**src/rtl/matmul_pkg.sv**
```systemverilog
// ============================================================================
//  Package  : matmul_pkg
//  Purpose  : Shared types and sizing constants for the 2x2 nibble matrix
//             multiplier (FSM state type, operand/result widths, counts).
//  Revision : 1.0  initial release
// ============================================================================
`default_nettype none

package matmul_pkg;

   // Controller phases: operand capture, serial multiply, result hand-off
   typedef enum logic [1:0] {
      LOAD    = 2'd0,
      COMPUTE = 2'd1,
      DRAIN   = 2'd2
   } state_t;

   localparam int NIB_W  = 4;  // operand element width
   localparam int N_NIB  = 8;  // nibbles per job: A00..A11, B00..B11
   localparam int N_STEP = 8;  // one product per step, two per C element
   localparam int N_RES  = 4;  // result elements C00, C01, C10, C11
   localparam int RES_W  = 9;  // 15*15 + 15*15 = 450 fits in 9 bits

endpackage : matmul_pkg

`default_nettype wire

```
**src/rtl/mul4x4_array.sv**
```systemverilog
// ============================================================================
//  Module   : mul4x4_array
//  Purpose  : Combinational 4x4 -> 8 unsigned array multiplier built from
//             rows of ripple full adders over AND-gate partial products.
//  Revision : 1.0  initial release
// ============================================================================
`default_nettype none

module mul4x4_array
   import matmul_pkg::*;
(
   input  logic [NIB_W-1:0]   i_a,
   input  logic [NIB_W-1:0]   i_b,
   output logic [2*NIB_W-1:0] o_p
);

   // w_pp[r][c] = a[c] & b[r]  (row r carries weight 2^r)
   logic [3:0][3:0] w_pp;
   // w_row[r-1] is the sum row produced by adder row r (r = 1..3)
   logic [2:0][3:0] w_row;
   // w_cy[r-1][c] is the carry into column c of adder row r
   logic [2:0][4:0] w_cy;
   // w_up[r] is the 4-bit running partial sum passed down to row r+1
   logic [2:0][3:0] w_up;

   genvar gr, gc;

   // Partial-product AND plane
   generate
      for (gr = 0; gr < 4; gr++) begin : g_pp_row
         for (gc = 0; gc < 4; gc++) begin : g_pp_col
            assign w_pp[gr][gc] = i_a[gc] & i_b[gr];
         end
      end
   endgenerate

   // Row 0 contributes its LSB directly; the rest feeds the first adder row
   assign w_up[0] = {1'b0, w_pp[0][3:1]};

   // Adder rows 1..3: each adds one partial-product row to the running sum
   generate
      for (gr = 1; gr < 4; gr++) begin : g_add_row
         assign w_cy[gr-1][0] = 1'b0;
         for (gc = 0; gc < 4; gc++) begin : g_fa
            assign w_row[gr-1][gc] = w_up[gr-1][gc] ^ w_pp[gr][gc] ^ w_cy[gr-1][gc];
            assign w_cy[gr-1][gc+1] = (w_up[gr-1][gc] & w_pp[gr][gc])
                                    | (w_up[gr-1][gc] & w_cy[gr-1][gc])
                                    | (w_pp[gr][gc]   & w_cy[gr-1][gc]);
         end
         if (gr < 3) begin : g_pass
            assign w_up[gr] = {w_cy[gr-1][4], w_row[gr-1][3:1]};
         end
      end
   endgenerate

   // Each row retires one low product bit; the last row supplies the top five
   assign o_p = {w_cy[2][4], w_row[2], w_row[1][0], w_row[0][0], w_pp[0][0]};

endmodule : mul4x4_array

`default_nettype wire

```
**src/rtl/matmul2x2_seq.sv**
```systemverilog
// ============================================================================
//  Module   : matmul2x2_seq
//  Purpose  : Sequential 2x2 matrix multiply C = A x B on 4-bit unsigned
//             elements. Operands arrive as eight nibbles, one shared 4x4
//             multiplier performs eight steps, and the four 9-bit results
//             leave over a valid/ready handshake.
//  Options  : MATMUL_JOBCNT_EN - adds the 8-bit wrapping job_count output.
//  Revision : 1.0  initial release
// ============================================================================
`default_nettype none

module matmul2x2_seq
   import matmul_pkg::*;
(
   input  logic             clk,
   input  logic             rst_n,
   input  logic             nib_valid,
   input  logic [NIB_W-1:0] nib_data,
   output logic             nib_ready,
   output logic             busy,
   output logic             res_valid,
   output logic [RES_W-1:0] res_data,
   input  logic             res_ready
`ifdef MATMUL_JOBCNT_EN
   ,
   output logic [7:0]       job_count
`endif
);

   state_t             r_state;
   logic [2:0]         r_nib_cnt;
   logic [2:0]         r_k;
   logic [1:0]         r_idx;
   logic [RES_W-1:0]   r_acc;
   logic [NIB_W-1:0]   r_nib [N_NIB];   // 0..3 = A00,A01,A10,A11; 4..7 = B00..B11
   logic [RES_W-1:0]   r_c   [N_RES];
   logic               r_nib_ready;
   logic               r_busy;
   logic               r_res_valid;
   logic [RES_W-1:0]   r_res_data;

   logic [NIB_W-1:0]   w_mul_a;
   logic [NIB_W-1:0]   w_mul_b;
   logic [2*NIB_W-1:0] w_prod;
   logic [RES_W-1:0]   w_sum;

   // Step k: i = k[2], j = k[1], t = k[0]; operands A[i][t] and B[t][j]
   assign w_mul_a = r_nib[{1'b0, r_k[2], r_k[0]}];
   assign w_mul_b = r_nib[{1'b1, r_k[0], r_k[1]}];
   assign w_sum   = r_acc + {1'b0, w_prod};

   mul4x4_array u_mul (
      .i_a (w_mul_a),
      .i_b (w_mul_b),
      .o_p (w_prod)
   );

   // Controller: operand capture, eight multiply steps, result drain
   always_ff @(posedge clk) begin
      if (!rst_n) begin
         r_state     <= LOAD;
         r_nib_cnt   <= '0;
         r_k         <= '0;
         r_idx       <= '0;
         r_acc       <= '0;
         for (int n = 0; n < N_NIB; n++) r_nib[n] <= '0;
         for (int n = 0; n < N_RES; n++) r_c[n]   <= '0;
         r_nib_ready <= 1'b1;
         r_busy      <= 1'b0;
         r_res_valid <= 1'b0;
         r_res_data  <= '0;
      end else begin
         case (r_state)
            LOAD: begin
               if (nib_valid) begin
                  r_nib[r_nib_cnt] <= nib_data;
                  r_nib_cnt        <= r_nib_cnt + 3'd1;
                  if (r_nib_cnt == 3'(N_NIB - 1)) begin
                     r_state     <= COMPUTE;
                     r_k         <= '0;
                     r_nib_ready <= 1'b0;
                     r_busy      <= 1'b1;
                  end
               end
            end
            COMPUTE: begin
               // Even step starts an element, odd step finishes it into C
               if (!r_k[0]) r_acc          <= {1'b0, w_prod};
               else         r_c[r_k[2:1]]  <= w_sum;
               r_k <= r_k + 3'd1;
               if (r_k == 3'(N_STEP - 1)) begin
                  // C00 was written at step 1, so it is ready to present now
                  r_state     <= DRAIN;
                  r_busy      <= 1'b0;
                  r_res_valid <= 1'b1;
                  r_idx       <= '0;
                  r_res_data  <= r_c[0];
               end
            end
            DRAIN: begin
               if (res_ready) begin
                  if (r_idx == 2'(N_RES - 1)) begin
                     r_state     <= LOAD;
                     r_nib_ready <= 1'b1;
                     r_res_valid <= 1'b0;
                     r_res_data  <= '0;
                  end else begin
                     r_idx      <= r_idx + 2'd1;
                     r_res_data <= r_c[r_idx + 2'd1];
                  end
               end
            end
            default: begin
               r_state     <= LOAD;
               r_nib_cnt   <= '0;
               r_nib_ready <= 1'b1;
               r_busy      <= 1'b0;
               r_res_valid <= 1'b0;
            end
         endcase
      end
   end

   assign nib_ready = r_nib_ready;
   assign busy      = r_busy;
   assign res_valid = r_res_valid;
   assign res_data  = r_res_data;

`ifdef MATMUL_JOBCNT_EN
   logic       w_job_done;
   logic [7:0] r_job_cnt;

   assign w_job_done = (r_state == DRAIN) && res_ready && (r_idx == 2'(N_RES - 1));

   // Count jobs whose last result was handed off; wraps naturally at 8 bits
   always_ff @(posedge clk) begin
      if (!rst_n)          r_job_cnt <= '0;
      else if (w_job_done) r_job_cnt <= r_job_cnt + 8'd1;
   end

   assign job_count = r_job_cnt;
`endif

endmodule : matmul2x2_seq

`default_nettype wire

```
**config.mk**
```make
export PLATFORM = sky130hd
export DESIGN_NAME = matmul2x2_seq
export DESIGN_NICKNAME = d
export VERILOG_FILES = /design/src/rtl/matmul_pkg.sv /design/src/rtl/mul4x4_array.sv /design/src/rtl/matmul2x2_seq.sv
export SDC_FILE = /design/constraint.sdc
export NUM_CORES = 1
export LEC_CHECK = 0
export ABC_AREA = 0
export CAP_MARGIN = 20
export CORE_MARGIN = 2
export CORE_UTILIZATION = 60
export DETAILED_ROUTE_END_ITERATION = 12
export PLACE_DENSITY = 0.77
export SLEW_MARGIN = 20
export SYNTH_ARGS = -nofsm -noshare
export SYNTH_HDL_FRONTEND = slang
export SYNTH_HIERARCHICAL = 1
export SYNTH_SLANG_ARGS = --single-unit
```
**constraint.sdc**
```tcl
create_clock -name clk -period 7.1 [get_ports clk]
set_input_delay 1.42 -clock clk [delete_from_list [all_inputs] [get_ports clk]]
set_output_delay 1.42 -clock clk [all_outputs]
set_load 0.01 [all_outputs]
```
==> impl_metrics.json, run 1 <==
{
  "grt_setup_unrepaired": "no",
  "routed_wl_um": 10000,
  "drtIter0Drc": 160,
  "maxSlewViolCount": 0,
  "core_area_mm2": 0.008636,
  "drc": 0,
  "max_stage_delay_ns": 0.59,
  "postCtsSetupRepairBufs": 0,
  "io_buffers": 19,
  "routed_via_density": 5.932,
  "first_pass_iters": 4,
  "postCtsResizedCells": 0,
  "drive_gt1_share_pct": 8.590,
  "fin_nets": 488,
  "synthCells": 439,
  "place_congestion": 0.8530,
  "cts.sinks": 101,
  "ant_nets": 0,
  "worstMarginPinSlew_ns": 0.9328,
  "die_y_um": 98.04,
  "grt_usage_pct": 21.88,
  "hold_viol": 0,
  "status": "finished, final reports clean",
  "final_common_cell": "edfxtp_1",
  "worstPathArrival_ns": 6.11,
  "cap_violations": 0,
  "pin_count": 20,
  "r2r_cells": 19,
  "grt-ovfl-total": 0,
  "ys_async_sr_fraction_pct": 0,
  "hold_buffers": 0,
  "hold_end": "nib_ready$_SDFFE_PN1P_",
  "synth_seq_cells": 101,
  "relSlewSlack_pct": 37.69,
  "path_common_cell": "fa_1",
  "cp_cell_sequence": "mux4_2, and2_1, ha_1, fa_1, inv_1, fa_1, inv_1, fa_1, inv_1, fa_1, fa_1, fa_1, fa_1, inv_1, ha_1, a21oi_1, nor2_1, a31oi_1, a21oi_1",
  "setup_viol": 0,
  "syn_avg_cell_area_um2": 12.09,
  "rows": 34,
  "holdCritStartpoint": "nib_ready$_SDFFE_PN1P_",
  "p_int_uw": 824.1,
  "fillCellCount": 662,
  "cts_tree": "yes",
  "htree_levels": 3,
  "fin_skew_ns": 0.01421,
  "areaGrowthSynthToFinish_pct": 7.475,
  "antennaDiodeCount": 0,
  "clk_latency_ns": 0.36,
  "cp.required_ns": 7.20,
  "dieArea_mm2": 0.009612,
  "power.net_switching_uw": 248.9,
  "post-route-period-util_pct": 84.64,
  "synth_nets": 478,
  "crit_buf_inv": 4,
  "critical_path.top_delay_family": "adder cells",
  "stdcell_count": 562,
  "grt_pass1_vias": 3326,
  "min_path_cells": 2,
  "synth-edff-count": 68,
  "p_seq_share_pct": 60.7,
  "hold_path.class": "reg2reg",
  "period_minus_slack_ns": 6.009,
  "reg2reg_slack_ns": 1.09,
  "synth_flop_cell": "edfxtp_1",
  "clk_path_buf_depth": 2,
  "grt_max_degree": 48,
  "cts_buffers": 9,
  "slowest_stage": "mux4_2",
  "synth_cell_types": 51,
  "critPathCaptureType": "flop",
  "switching_share_pct": 23.20,
  "irDropWorstVdd_mv": 0.1521,
  "yosys_warnings": 6,
  "power_frac_clock_pct": 32.6,
  "antenna_found_initial": 0,
  "place_hpwl_um": 7021,
  "routedWlPerCell_um": 17.80,
  "yosysSeqAreaShare_pct": 50.93,
  "power.density_mw_per_mm2": 188.1,
  "path_class": "reg2reg",
  "initial_utilization_pct": 61.45,
  "layout_common_cells": "edfxtp_1, and2_1, nor2b_1, dfxtp_1, nor2_1",
  "grt_pass1_wl_um": 16410,
  "die_x_um": 98.04,
  "crit_path_max_fanout": 8,
  "path_clk_slew_ns": 0.10,
  "p_leak_nw": 2.002,
  "syn_area_mm2": 0.005306,
  "cp-start-kind": "flop",
  "timing.rr.end": "r_c[1][7]$_SDFFCE_PN0P_",
  "dp.cells": 546,
  "num_vias": 3334,
  "combPwrFrac_pct": 6.7,
  "final.setup.tns_ns": 0,
  "root_buffer": "clkbuf_8",
  "max_freq_mhz": 166.4
}
-- power groups by stage --
stage	registers [mW]	logic (mW)	clock network [mW]
after CTS	0.651	0.0725	0.355
final	0.651	0.0714	0.350
after floorplan	0.661	0.0522	0
after global routing	0.653	0.0799	0.380
after global placement	0.664	0.0704	0
after detailed placement	0.665	0.0719	0
-- routing by layer --
metal | global-route usage, % | vias to the layer above | routed length [um]
li1 | - | 1601 | -
met1 | 28.87 | 1631 | 4307
met2 | 36.88 | 88 | 5076
met3 | 3.865 | 14 | 461
met4 | 7.585 | 0 | 159
met5 | 0 | - | 0
-- layout make-up --
type	instances	area (um^2)	share of cell area (%)
multi-input combinational	292	2385	41.82
clock inverter	4	28.78	0.5046
timing repair buffer	21	205.2	3.598
tap	108	135.1	2.369
sequential	101	2703	47.39
clock buffer	12	156.4	2.742
inverter	24	90.09	1.580
-- how the worst max path moves through the flow --
stage | end | startpoint | depth (start not counted) | slack [ns]
after global placement | r_c[0][8]$_SDFFCE_PN0P_ | flop | 19 | 1.22
after floorplan | r_c[0][8]$_SDFFCE_PN0P_ | flop | 20 | 1.46
final | r_c[1][7]$_SDFFCE_PN0P_ | flop | 19 | 1.09
after global routing | r_c[3][7]$_DFFE_PP_ | flop | 19 | 0.76
after detailed placement | r_c[2][8]$_SDFFCE_PN0P_ | flop | 19 | 1.10
after CTS | r_c[2][8]$_SDFFCE_PN0P_ | flop | 19 | 1.08
-- flip-flops by register name (all words and copies together) (netlist names), 2 cells and up, named ones only --
signal     flops
r_idx          2
r_acc          8
r_nib_cnt      3
r_c           36
res_data       9
r_state        2
r_nib         32
r_k            3
-- worst min-delay path, delay by kind of cell (launching register included) --
| family | cells | cell delay (ns) |
|---|---|---|
| AOI/OAI and AO/OA | 1 | 0.06 |
| DFF | 1 | 0.34 |
| and+or+nand+nor | 1 | 0.05 |
-- logic make-up after synthesis --
| group | synth area share (%) |
|---|---|
| fa+ha+maj | 8.583 |
| xor+xnor | 0.3302 |
| buf+inv | 4.127 |
| flops | 50.93 |
| mux | 10.40 |
| compound gates | 6.343 |
| simple gates | 19.29 |
-- cells in the mapped netlist (2+ instances only) --
cell type  count  area, um^2
nor3_1        12       60.06
mux4_2        16       360.4
o21a_1         2       15.01
ha_1          22       275.3
mux2_1         3       33.78
inv_1         24       90.09
nor4_1         2       12.51
nor2_1        32       120.1
a221oi_1       9       78.83
and2_1        44       275.3
nand3_1        2       10.01
nand2_1       16       60.06
mux2i_1       12       120.1
o21ai_0        7       35.03
o31ai_1        2       15.01
buf_6          4       45.04
a22oi_1        5       37.54
clkbuf_1       7       26.28
nor4b_1        9       78.83
nand2b_1      12       75.07
nand4_1        3       18.77
a21o_1         2       15.01
o2bb2ai_1      2       17.52
nor2b_1       33       206.5
or2_2          2       12.51
dfxtp_1       33       660.6
a21boi_1       4       30.03
a21oi_1        8       40.04
fa_1           9       180.2
nand3b_1       2       15.01
edfxtp_1      68        2042
buf_2         10       50.05
or3_1          2       12.51
a31oi_1        2       12.51
-- per-stage QoR --
| stage | utilization, % | hold slack [ns] | power (mW) | setup slack, ns | instance area [um^2] |
|---|---|---|---|---|---|
| floorplan | - | 0.4520 | 0.7127 | 1.460 | 5306 |
| global placement | 63.89 | 0.4541 | 0.7347 | 1.224 | 5518 |
| detailed placement | 63.89 | 0.4682 | 0.7369 | 1.099 | 5518 |
| CTS | 66.04 | 0.4875 | 1.079 | 1.084 | 5703 |
| global route | 66.04 | 0.5218 | 1.113 | 0.7556 | 5703 |
| finish | 66.04 | 0.4883 | 1.073 | 1.091 | 5703 |
(Power assumes the default switching activity.)
==> run 2, diff against run 1 <==
- CORE_UTILIZATION: 60 -> 55
- PLACE_DENSITY: 0.77 -> 0.74
- clock period: 7.1 -> 5.2 ns (I/O delays scaled with it)
==> impl_metrics.json, run 2 (synthesis gave the netlist of run 1 again) <==
{
  "place_congestion": 0.8678,
  "antennaDiodeCount": 0,
  "worstPathArrival_ns": 5.25,
  "layout_common_cells": "edfxtp_1, and2_1, nor2b_1, nor2_1, dfxtp_1",
  "critical_path.top_delay_family": "adder cells",
  "status": "finished, final reports clean",
  "hold_viol": 0,
  "cts_buffers": 9,
  "irDropWorstVdd_mv": 0.1436,
  "fin_worst_hold_slack_ns": 0.4820,
  "pin_count": 20,
  "clk_path_buf_depth": 2,
  "areaGrowthSynthToFinish_pct": 12.26,
  "period_minus_slack_ns": 5.151,
  "htree_levels": 3,
  "num_vias": 3394,
  "grt_max_degree": 47,
  "cp-start-kind": "flop",
  "worstMarginPinSlew_ns": 0.9166,
  "finalWorstSetupSlack_ns": 0.04901,
  "drc": 0,
  "grt-ovfl-total": 0,
  "cts.sinks": 101,
  "cp_cell_sequence": "mux4_2, and2_4, ha_4, fa_2, ha_4, fa_2, inv_2, fa_2, inv_1, fa_1, inv_1, fa_2, fa_1, inv_2, ha_4, or2_4, a21oi_2, a31oi_2, nor2b_1",
  "cts_tree": "yes",
  "fin_nets": 501,
  "routed_wl_um": 10410,
  "dieArea_mm2": 0.01045,
  "drtIter0Drc": 129,
  "place_hpwl_um": 7254,
  "hold_buffers": 0,
  "first_pass_iters": 5,
  "power.density_mw_per_mm2": 247.5,
  "routedWlPerCell_um": 17.47,
  "initial_utilization_pct": 57.16,
  "fillCellCount": 744,
  "slowest_stage": "fa_1",
  "total_power_mw": 1.475,
  "post-route-period-util_pct": 99.06,
  "path_class": "reg2reg",
  "grt_usage_pct": 22.01,
  "clk_latency_ns": 0.36,
  "p_leak_nw": 2.071,
  "die_y_um": 102.2,
  "rows": 35,
  "ant_nets": 0,
  "stdcell_count": 596,
  "max_stage_delay_ns": 0.53,
  "critPathCaptureType": "flop",
  "routed_via_density": 5.695,
  "cap_violations": 0,
  "dp.cells": 575,
  "final.setup.tns_ns": 0,
  "grt_pass1_vias": 3519,
  "relSlewSlack_pct": 38.76,
  "root_buffer": "clkbuf_8",
  "top_register": "r_c",
  "crit_buf_inv": 4,
  "io_buffers": 19,
  "cp.required_ns": 5.29,
  "hold_path.class": "reg2reg",
  "drive_gt1_share_pct": 16.92,
  "grt_setup_unrepaired": "yes",
  "largest_reg_flops": 36,
  "antenna_found_initial": 0,
  "crit_path_max_fanout": 6,
  "maxSlewViolCount": 0,
  "fin_skew_ns": 0.01761,
  "final_common_cell": "edfxtp_1",
  "grt_pass1_wl_um": 17350,
  "core_area_mm2": 0.009284,
  "die_x_um": 102.2,
  "place_worst_setup_slack_ns": -0.1896,
  "setup_viol": 0,
  "path_clk_slew_ns": 0.11,
  "max_freq_mhz": 194.1,
  "multiInputGateArea_mm2": 0.002500,
  "path_common_cell": "fa_2",
  "seqCellArea_mm2": 0.002710
}
## run 2: cell count changes in the layout (fill, tap and decap cells not counted), moves of 4 or more
cell    change
buf_4      +10
fa_1        -5
fa_2        +5
inv_1       -4
inv_2       +4
mux2_4      +4
## run 2: cell type report
class	count	area share, %
clock buffers	10	2.142
clock inverters	6	0.9032
inverters	24	1.512
multi-input cells	292	41.97
flip-flops and latches	101	45.49
well taps	129	2.710
repair buffers	34	5.272
## run 2: report_power, final
group          total [mW]  internal, mW  switching, mW
clock               0.473         0.184          0.289
combinational       0.113        0.0494         0.0635
sequential          0.888         0.878         0.0103
total                1.47          1.11          0.363
## run 2: timing repair
item,CTS,global route
pin swaps,3,8
setup buffers,4,1
gates resized for setup,14,14
setup endpoints to repair,11,11
## run 2: final timing paths
check                       startpoint                       to  slack [ns]  cells past startpoint
min                  busy$_SDFFE_PN0P_        busy$_SDFFE_PN0P_        0.48                      2
max          r_nib[6][1]$_SDFFCE_PN0P_  r_c[0][8]$_SDFFCE_PN0P_        0.05                     19
max reg2reg  r_nib[6][1]$_SDFFCE_PN0P_  r_c[0][8]$_SDFFCE_PN0P_        0.05                     19
min reg2reg          busy$_SDFFE_PN0P_        busy$_SDFFE_PN0P_        0.48                      2
## run 2: per-layer routing
| metal | part of all wire (%) | GRT usage, % |
|---|---|---|
| met1 | 41 | 27.99 |
| met2 | 53 | 38.21 |
| met3 | 4.9 | 3.215 |
| met4 | 2.0 | 8.615 |
| met5 | 0 | 0 |
## run 2: tightest hold or removal path: stages (launching register included)
cell and delay [ns]:
dfxtp_1 0.34, nor2_1 0.05, nor2_1 0.06
## run 2: stage by stage
| step | util [%] | cell area [um^2] |
|---|---|---|
| 2_1_floorplan | - | 5343 |
| 3_3_place_gp | 60.69 | 5634 |
| 3_5_place_dp | 60.69 | 5634 |
| 4_1_cts | 63.42 | 5888 |
| 5_1_grt | 64.16 | 5957 |
| 6_report | 64.16 | 5957 |
